**src/rtl/os_array_ctrl.sv**
```systemverilog
// Sequencer for an NxN output-stationary PE array: clear, skewed feed, drain, row readout.
// Optional abort path enabled by defining OS_CTRL_ABORT_EN.
module os_array_ctrl #(
    parameter int N      = 4,
    parameter int KW     = 8,
    parameter int PE_LAT = 1,
    localparam int CW    = KW + 1,
    localparam int RW    = $clog2(N)
) (
    input  logic          clk,
    input  logic          rstn,
    input  logic          start,
    input  logic [KW-1:0] k_len,
`ifdef OS_CTRL_ABORT_EN
    input  logic          abort,
    output logic          aborted,
`endif
    output logic          busy,
    output logic          done,
    output logic [CW-1:0] step,
    output logic [N-1:0]  a_lane_en,
    output logic [N-1:0]  b_lane_en,
    output logic          pe_rstn_pipe,
    output logic          pe_rstn_psum,
    output logic          res_valid,
    output logic [RW-1:0] res_row,
    input  logic          res_ready
);

    localparam int DW = $clog2(N + PE_LAT);

    typedef enum logic [2:0] {
        IDLE,
        CLEAR,
        FEED,
        DRAIN,
        READ,
`ifdef OS_CTRL_ABORT_EN
        ABORT,
`endif
        DONE
    } state_t;

    state_t        state;
    logic [KW-1:0] kLat;
    logic [DW-1:0] drainCnt;
    logic [N-1:0]  laneEn;
    logic [CW-1:0] feedLast;

    assign feedLast  = CW'(kLat) + CW'(N - 2);
    assign a_lane_en = laneEn;
    assign b_lane_en = laneEn;

    // Lane i sees operand index t-i, valid while 0 <= t-i < k.
    function automatic logic [N-1:0] laneMask(
        input logic [CW-1:0] t,
        input logic [KW-1:0] k
    );
        logic [N-1:0] m;
        m = '0;
        for (int i = 0; i < N; i++) begin
            m[i] = (int'(t) >= i) && (int'(t) < i + int'(k));
        end
        return m;
    endfunction

    always_ff @(posedge clk) begin
        if (!rstn) begin
            state        <= IDLE;
            kLat         <= '0;
            drainCnt     <= '0;
            busy         <= 1'b0;
            done         <= 1'b0;
            step         <= '0;
            laneEn       <= '0;
            pe_rstn_pipe <= 1'b0;
            pe_rstn_psum <= 1'b0;
            res_valid    <= 1'b0;
            res_row      <= '0;
`ifdef OS_CTRL_ABORT_EN
            aborted      <= 1'b0;
        end else if (abort && state != IDLE &&
                     state != DONE && state != ABORT) begin
            state        <= ABORT;
            step         <= '0;
            laneEn       <= '0;
            pe_rstn_pipe <= 1'b0;
            pe_rstn_psum <= 1'b0;
            res_valid    <= 1'b0;
            res_row      <= '0;
            aborted      <= 1'b1;
`endif
        end else begin
            unique case (state)
                IDLE: begin
                    pe_rstn_pipe <= 1'b0;
                    pe_rstn_psum <= 1'b1;
                    if (start) begin
                        state        <= CLEAR;
                        kLat         <= k_len;
                        busy         <= 1'b1;
                        pe_rstn_psum <= 1'b0;
                    end
                end
                CLEAR: begin
                    pe_rstn_psum <= 1'b1;
                    if (kLat == '0) begin
                        state     <= READ;
                        res_valid <= 1'b1;
                        res_row   <= '0;
                    end else begin
                        state        <= FEED;
                        pe_rstn_pipe <= 1'b1;
                        step         <= '0;
                        laneEn       <= laneMask('0, kLat);
                    end
                end
                FEED: begin
                    if (step == feedLast) begin
                        state    <= DRAIN;
                        step     <= '0;
                        laneEn   <= '0;
                        drainCnt <= '0;
                    end else begin
                        step   <= step + CW'(1);
                        laneEn <= laneMask(step + CW'(1), kLat);
                    end
                end
                DRAIN: begin
                    if (drainCnt == DW'(N - 2 + PE_LAT)) begin
                        state        <= READ;
                        pe_rstn_pipe <= 1'b0;
                        res_valid    <= 1'b1;
                        res_row      <= '0;
                    end else begin
                        drainCnt <= drainCnt + DW'(1);
                    end
                end
                READ: begin
                    if (res_ready) begin
                        if (res_row == RW'(N - 1)) begin
                            state     <= DONE;
                            res_valid <= 1'b0;
                            res_row   <= '0;
                            done      <= 1'b1;
                        end else begin
                            res_row <= res_row + RW'(1);
                        end
                    end
                end
                DONE: begin
                    state <= IDLE;
                    done  <= 1'b0;
                    busy  <= 1'b0;
                end
`ifdef OS_CTRL_ABORT_EN
                ABORT: begin
                    state        <= IDLE;
                    aborted      <= 1'b0;
                    busy         <= 1'b0;
                    pe_rstn_psum <= 1'b1;
                end
`endif
                default: begin
                    state <= IDLE;
                    busy  <= 1'b0;
                end
            endcase
        end
    end

endmodule

```
**config.mk**
```make
export PLATFORM = sky130hd
export DESIGN_NAME = os_array_ctrl
export DESIGN_NICKNAME = d
export VERILOG_FILES = /design/src/rtl/os_array_ctrl.sv
export SDC_FILE = /design/constraint.sdc
export NUM_CORES = 1
export LEC_CHECK = 0
export CAP_MARGIN = 15
export CORE_MARGIN = 4
export CORE_UTILIZATION = 45
export DETAILED_ROUTE_END_ITERATION = 8
export PLACE_DENSITY = 0.68
export SLEW_MARGIN = 5
export SYNTH_ARGS = -nofsm -noshare
export SYNTH_HDL_FRONTEND = slang
export SYNTH_SLANG_ARGS = --single-unit
export TNS_END_PERCENT = 5
```
**constraint.sdc**
```tcl
create_clock -name clk -period 3.5 [get_ports clk]
set_input_delay 0.35 -clock clk [delete_from_list [all_inputs] [get_ports clk]]
set_output_delay 0.35 -clock clk [all_outputs]
set_load 0.02 [all_outputs]
```
==> impl_metrics.json, run 1 <==
{
  "status": "finished, final reports clean",
  "io_pins": 36,
  "critPathMaxStageDelay_ns": 0.57,
  "grt.busiest_layer": "met2",
  "synthesis.nets": 429,
  "timing.final.hold_violations": 0,
  "period_needed_ns": 3.09,
  "p_leak_nw": 1.36,
  "cp_slowest_cell": "dfxtp_1",
  "cts.sinks": 34,
  "firstDrtPassIters": 4,
  "start_util": 0.466,
  "power.density_nw_per_um2": 437,
  "crit_start": "step[0]",
  "wl_per_cell_um": 15.8,
  "grt_pass1_vias": 2628,
  "syn_area_per_cell_um2": 7.98,
  "cts_tree": "built",
  "grtUsageTotal": 0.198,
  "port_buffers": 35,
  "drive_above_1_share": 0.0333,
  "startpoint_type": "flop",
  "grt_max_degree": 23,
  "met1_usage": 0.258,
  "die_h_um": 89.3,
  "die-area_um2": 7980,
  "clock_path_buffers": 2,
  "maxCapViolCount": 0,
  "synth-seq-cells": 34,
  "syn_inst": 373,
  "crit_path_frequent_cell": "ha_1",
  "path_clk_slew_ns": 0.07,
  "place_hpwl_um": 5690,
  "arrival_ns": 3.32,
  "setup_violations": 0,
  "rr_worst_depth": 10,
  "wirelength_um": 7370,
  "rsz0062_at_grt": "false",
  "place_congestion": 0.929,
  "syn-cell-area_um2": 2980,
  "die_x_um": 89.3,
  "drc": 0,
  "r2r_end": "a_lane_en[2]",
  "relSlewSlack": 0.346,
  "p_total_mw": 1.49,
  "antenna_found_initial": 0,
  "endpoint_kind": "flop",
  "numCtsBuffers": 5,
  "synthDistinctLibCells": 51,
  "drv_slew": 0,
  "r2r-start": "step[0]",
  "fillers": 634,
  "async_reset_ff_frac": 0,
  "antenna_cells": 0,
  "rows": 29,
  "clock_skew_ns": 0.00624,
  "grt_use_met3": 0.0332,
  "coreArea_um2": 6390,
  "syn_to_final_growth_pct": 14.5,
  "fmax_mhz": 323,
  "hold_class": "reg -> reg",
  "fin_nets": 446,
  "crit_chain": "ha_1 -> nand2_1 -> nor3_1 -> xor2_1 -> ha_1 -> a211oi_1 -> o21ai_0 -> a21oi_1 -> a221o_1 -> a32o_1",
  "cts_root_buffer": "clkbuf_8",
  "fin_tns_setup_ns": 0,
  "ir_worst_vdd_v": 0.000235,
  "ant_nets": 0,
  "r2r_slack_ns": 0.41,
  "synth-seq-area-share": 0.229,
  "synth_edf_count": 0,
  "worstPathMaxFanout": 11,
  "insertion_delay_ns": 0.28,
  "h-tree-depth": 2,
  "tightest_slew_ns": 0.981,
  "cts_setup_buffers": 0,
  "worstSetupEndpoint": "a_lane_en[2]",
  "final.setup.worst_slack_ns": 0.408,
  "grt_pass1_wl_um": 12600,
  "vias": 2716,
  "worst-setup-path-type": "reg -> reg",
  "synth_ff_type": "dfxtp_1",
  "finalCritPeriodShare": 0.884,
  "layout_common_cells": "ha_1, nand2_1, clkdlybuf4s50_1, dfxtp_1, a21oi_1",
  "gr-usage-met2": 0.336,
  "required_ns": 3.73,
  "cts_resized": 0,
  "dp_cells": 460,
  "viasPerCell": 5.82,
  "synth_warnings": 0,
  "final_common_cell": "ha_1",
  "grt_overflow": 0,
  "cts_hold_buf": 0,
  "fin_cells": 467,
  "first_iter_violations": 175,
  "dpl_worst_slack_ns": 0.470
}
==> cell type report <==
cell class | count | area [um^2] | area share
clock buffer | 6 | 82.6 | 0.0242
timing repair buffer | 37 | 365 | 0.107
sequential | 34 | 681 | 0.200
multi-input combinational | 293 | 2080 | 0.611
tap | 77 | 96.3 | 0.0283
inverter | 19 | 71.3 | 0.0209
clock inverter | 1 | 30.0 | 0.00882
==> layer usage <==
metal / vias up / wire length (um)
met4: 0 / 175
met5: - / 0
met2: 82 / 3440
met1: 1248 / 3350
li1: 1371 / -
met3: 15 / 402
==> report_power, final <==
part | internal, mW | switching [mW]
sequential | 0.432 | 0.0863
clock | 0.228 | 0.143
combinational | 0.271 | 0.327
==> cells in the mapped netlist, types with 2 or more instances <==
library cell / number / area share
buf_6: 3 / 0.011
inv_1: 18 / 0.023
buf_4: 4 / 0.010
nand2_1: 39 / 0.049
clkbuf_1: 15 / 0.019
nor4_1: 3 / 0.0063
or3_1: 3 / 0.0063
nor4bb_1: 2 / 0.0067
or4_1: 3 / 0.0076
nand3_1: 19 / 0.032
a221o_1: 2 / 0.0067
xnor2_1: 20 / 0.059
o21ai_0: 11 / 0.019
o211ai_1: 5 / 0.013
a22o_1: 5 / 0.015
ha_1: 44 / 0.19
nor2_1: 22 / 0.028
a21o_1: 3 / 0.0076
and3_1: 6 / 0.013
a32o_1: 3 / 0.010
xor2_1: 9 / 0.026
nand4_1: 5 / 0.011
o21bai_1: 2 / 0.0050
o21a_1: 3 / 0.0076
mux2i_1: 2 / 0.0067
dfxtp_1: 34 / 0.23
a21oi_1: 28 / 0.047
buf_2: 4 / 0.0067
a211oi_1: 9 / 0.023
and2_1: 4 / 0.0084
a211o_1: 3 / 0.0088
nor3_1: 6 / 0.010
a31oi_1: 9 / 0.019
nor2b_1: 8 / 0.017
==> per-stage QoR <==
stage	hold WS [ns]	instance area [um^2]	utilization
2_1_floorplan	0.428	2980	-
3_3_place_gp	0.449	3290	0.516
3_5_place_dp	0.451	3290	0.516
4_1_cts	0.463	3410	0.533
5_1_grt	0.504	3410	0.533
6_report	0.463	3410	0.533
==> worst min path at each step <==
stage,from,endpoint,depth (start not counted)
floorplan,drainCnt[0],drainCnt[0],1
global placement,drainCnt[0],drainCnt[0],1
detailed placement,drainCnt[0],drainCnt[0],1
CTS,drainCnt[0],drainCnt[0],1
global route,drainCnt[0],drainCnt[0],1
finish,drainCnt[0],drainCnt[0],1
==> state kept, by name, summed over array words and instances, names as in the netlist <==
signal and flops:
busy 1, kLat 8, res_valid 1, drainCnt 3, step 9, state 3
a_lane_en 4, done 1, pe_rstn_psum 1, pe_rstn_pipe 1, res_row 2
==> cell families after synthesis <==
| family | after synthesis | synth area share |
|---|---|---|
| AOI/OAI and AO/OA | 93 | 0.213 |
| buffers and inverters | 46 | 0.0723 |
| adders and majority gates | 44 | 0.185 |
| xor gates and xnor gates | 29 | 0.0854 |
| muxes | 2 | 0.00673 |
| and+or+nand+nor | 125 | 0.209 |
| DFF | 34 | 0.229 |
==> critical path, delay by kind of cell (launching register included) <==
kind,cells,cell delay [ns]
compound gates,5,0.82
flops,1,0.57
xor+xnor,1,0.49
simple gates,2,0.40
fa+ha+maj,2,0.77
No activity file was read; power rests on OpenSTA's default activity.
==> inputs of run 2 (changes only) <==
- CORE_ASPECT_RATIO: unset -> 1.1
==> impl_metrics.json, run 2 (synthesis results as in run 1) <==
{
  "status": "finished, final reports clean",
  "dp_cells": 464,
  "antenna_cells": 0,
  "port_buffers": 35,
  "power.density_nw_per_um2": 437,
  "largest_register": "step",
  "period_needed_ns": 3.08,
  "p_leak_nw": 1.37,
  "drv_slew": 0,
  "fmax_mhz": 325,
  "rsz0062_at_grt": "false",
  "placed_cell_area_um2": 3300,
  "finalCritPeriodShare": 0.880,
  "multi_input_area_um2": 2080,
  "ir_worst_vdd_v": 0.000320,
  "coreArea_um2": 6310,
  "io_pins": 36,
  "wirelength_um": 7530,
  "crit_chain": "inv_1 -> nor3_1 -> nand3_1 -> xnor2_1 -> ha_1 -> a211oi_1 -> o21ai_0 -> a21oi_1 -> a221o_1 -> a32o_1",
  "largest_reg_flops": 9,
  "clock_path_buffers": 2,
  "cts_hold_buf": 0,
  "timing.final.hold_violations": 0,
  "fin_nets": 447,
  "holdWs_ns": 0.464,
  "cts.sinks": 34,
  "cts_setup_buffers": 0,
  "wl_per_cell_um": 16.0,
  "grt_overflow": 0,
  "vias": 2718,
  "tightest_slew_ns": 0.971,
  "firstDrtPassIters": 5,
  "cp_slowest_cell": "dfxtp_1",
  "design_area_um2": 3420,
  "die-area_um2": 7980,
  "worstPathMaxFanout": 11,
  "fin_cells": 471,
  "insertion_delay_ns": 0.29,
  "final_common_cell": "ha_1",
  "maxCapViolCount": 0,
  "numCtsBuffers": 5,
  "required_ns": 3.69,
  "place_congestion": 0.833,
  "syn_to_final_growth_pct": 14.8,
  "place_hpwl_um": 5730,
  "drive_above_1_share": 0.0358,
  "endpoint_kind": "flop",
  "regArea_um2": 681,
  "arrival_ns": 3.27,
  "rows": 30,
  "grtUsageTotal": 0.196,
  "layout_common_cells": "ha_1, nand2_1, clkdlybuf4s50_1, dfxtp_1, a21oi_1",
  "critPathMaxStageDelay_ns": 0.59,
  "h-tree-depth": 2,
  "cts_root_buffer": "clkbuf_8",
  "ant_nets": 0,
  "first_iter_violations": 228,
  "fin_tns_setup_ns": 0,
  "die_x_um": 85.5,
  "cts_resized": 0,
  "path_clk_slew_ns": 0.07,
  "grt_pass1_wl_um": 12600,
  "fillers": 588,
  "grt_pass1_vias": 2568,
  "grt_max_degree": 23,
  "relSlewSlack": 0.352,
  "viasPerCell": 5.77,
  "drc": 0,
  "clock_skew_ns": 0.00619,
  "setup_violations": 0,
  "startpoint_type": "flop",
  "cts_tree": "built",
  "p_total_mw": 1.49,
  "start_util": 0.472,
  "hold_class": "reg -> reg",
  "die_h_um": 93.3,
  "antenna_found_initial": 0,
  "worst-setup-path-type": "reg -> reg"
}
## run 2: critical path: cells and delay by family, from the launching register on
kind / cells / cell delay [ns]
XOR/XNOR: 1 / 0.43
flip-flops: 1 / 0.59
adder cells (fa/ha/maj): 1 / 0.25
AO/OA/AOI/OAI: 5 / 0.76
AND/OR/NAND/NOR: 2 / 0.74
buffers and inverters: 1 / 0.19
## run 2: cell type report
class / count / share of cell area
clock buffer: 6 / 0.0242
tap: 80 / 0.0293
multi-input combinational: 293 / 0.609
inverter: 19 / 0.0209
sequential: 34 / 0.199
timing repair buffer: 38 / 0.109
clock inverter: 1 / 0.00879
## run 2: final timing paths
check,from,to,slack [ns],cells after the start
worst max-delay path,step[0],a_lane_en[2],0.42,10
worst min-delay path,drainCnt[0],drainCnt[0],0.46,1
worst max register to register,step[0],a_lane_en[2],0.42,10
worst min register to register,drainCnt[0],drainCnt[0],0.46,1
## run 2: power breakdown
part | leakage, nW | switching, mW | internal (mW)
Combinational | 1.03 | 0.325 | 0.271
Sequential | 0.277 | 0.0882 | 0.433
Clock | 0.0573 | 0.148 | 0.228
Total | 1.37 | 0.561 | 0.931
## run 2: metrics by stage
| stage | util | setup WS [ns] |
|---|---|---|
| after floorplan | - | 0.646 |
| after global placement | 0.524 | 0.620 |
| after detailed placement | 0.524 | 0.554 |
| after CTS | 0.542 | 0.455 |
| after global routing | 0.542 | 0.114 |
| final | 0.542 | 0.420 |
## run 2: per-layer routing
layer,vias up,wire length (um),track usage
met5,-,0,0
met4,0,254,0.0989
met3,21,432,0.0344
met2,86,3670,0.326
met1,1239,3180,0.241
li1,1372,-,-
==> inputs of run 3 (changes only) <==
- CORE_UTILIZATION: 45 -> 55
- MAX_ROUTING_LAYER: unset -> met4
- PLACE_DENSITY: 0.68 -> 0.8
- TNS_END_PERCENT: 5 -> unset
==> impl_metrics.json, run 3 (synthesis results as in run 1) <==
{
  "fin_nets": 447,
  "place_congestion": 1.02,
  "tightest_slew_ns": 0.917,
  "relSlewSlack": 0.389,
  "cts.sinks": 34,
  "worst-setup-path-type": "reg -> reg",
  "antenna_found_initial": 0,
  "hold_class": "reg -> reg",
  "numCtsBuffers": 5,
  "firstDrtPassIters": 4,
  "place_hpwl_um": 5750,
  "rsz0062_at_grt": "false",
  "startpoint_type": "flop",
  "cts_root_buffer": "clkbuf_8",
  "fin_tns_setup_ns": 0,
  "cts_setup_buffers": 0,
  "worstPathMaxFanout": 11,
  "maxCapViolCount": 0,
  "holdWs_ns": 0.475,
  "largest_register": "step",
  "arrival_ns": 3.29,
  "h-tree-depth": 2,
  "insertion_delay_ns": 0.29,
  "coreArea_um2": 5130,
  "design_area_um2": 3400,
  "fin_util": 0.662,
  "viasPerCell": 5.88,
  "wl_per_cell_um": 15.6,
  "setup_violations": 0,
  "dpl_worst_slack_ns": 0.485,
  "cts_resized": 0,
  "largest_reg_flops": 9,
  "drv_slew": 0,
  "layout_common_cells": "ha_1, nand2_1, clkdlybuf4s50_1, dfxtp_1, a21oi_1",
  "fin_cells": 464,
  "first_iter_violations": 201,
  "finalCritPeriodShare": 0.872,
  "antenna_cells": 0,
  "grt_pass1_wl_um": 12400,
  "status": "finished, final reports clean",
  "p_leak_nw": 1.36,
  "dp_cells": 456,
  "ir_worst_vdd_v": 0.000322,
  "power.density_nw_per_um2": 433,
  "grt_max_degree": 23,
  "clock_skew_ns": 0.0128,
  "endpoint_kind": "flop",
  "path_clk_slew_ns": 0.08,
  "start_util": 0.579,
  "final.setup.worst_slack_ns": 0.448,
  "drive_above_1_share": 0.0332,
  "clock_path_buffers": 2,
  "cts_hold_buf": 0,
  "rows": 27,
  "p_total_mw": 1.47,
  "syn_to_final_growth_pct": 14.3,
  "grt_pass1_vias": 2585,
  "ant_nets": 0,
  "io_pins": 36,
  "final_common_cell": "ha_1",
  "placed_cell_area_um2": 3290,
  "period_needed_ns": 3.05,
  "drc": 0,
  "die_h_um": 85.1,
  "die-area_um2": 6650,
  "timing.final.hold_violations": 0,
  "required_ns": 3.74,
  "grtUsageTotal": 0.240,
  "port_buffers": 35,
  "vias": 2729,
  "wirelength_um": 7250,
  "die_x_um": 78.1,
  "grt_overflow": 0,
  "fmax_mhz": 328,
  "cts_tree": "built"
}
run 3: cell count changes in the layout (fill, tap and decap cells not counted):
cell      previous run  this run
clkbuf_1             0         2
clkbuf_8             6         5
run 3: final timing paths:
check	start	to	slack [ns]	depth (start not counted)
worst min-delay path	drainCnt[0]	drainCnt[0]	0.47	1
worst max register to register	step[0]	a_lane_en[2]	0.45	10
worst min register to register	drainCnt[0]	drainCnt[0]	0.47	1
worst max-delay path	step[0]	a_lane_en[2]	0.45	10
run 3: worst max-delay path, cell delays in order, from the launching register on:
cell      delay, ns
dfxtp_1        0.56
ha_1           0.41
nand2_1        0.10
nor3_1         0.28
xor2_1         0.49
ha_1           0.35
a211oi_1       0.27
o21ai_0        0.13
a21oi_1        0.13
a221o_1        0.13
a32o_1         0.15
run 3: final cells by class:
class / count / area (um^2)
clock inverter: 1 / 30.0
fill: 453 / 1730
sequential: 34 / 681
tap: 72 / 90.1
timing repair buffer: 38 / 373
inverter: 19 / 71.3
multi-input combinational: 293 / 2080
clock buffer: 7 / 76.3
run 3: routing by layer:
layer,wire [um],vias up,track usage
met1,3060,1252,0.287
met4,265,0,0.0970
met5,0,-,-
met3,333,22,0.0340
met2,3590,80,0.404
li1,-,1375,-
run 3: where the power goes:
group	total (mW)	internal, mW	switching, mW
sequential	0.511	0.432	0.0782
combinational	0.604	0.271	0.333
clock	0.358	0.213	0.145
total	1.47	0.916	0.556
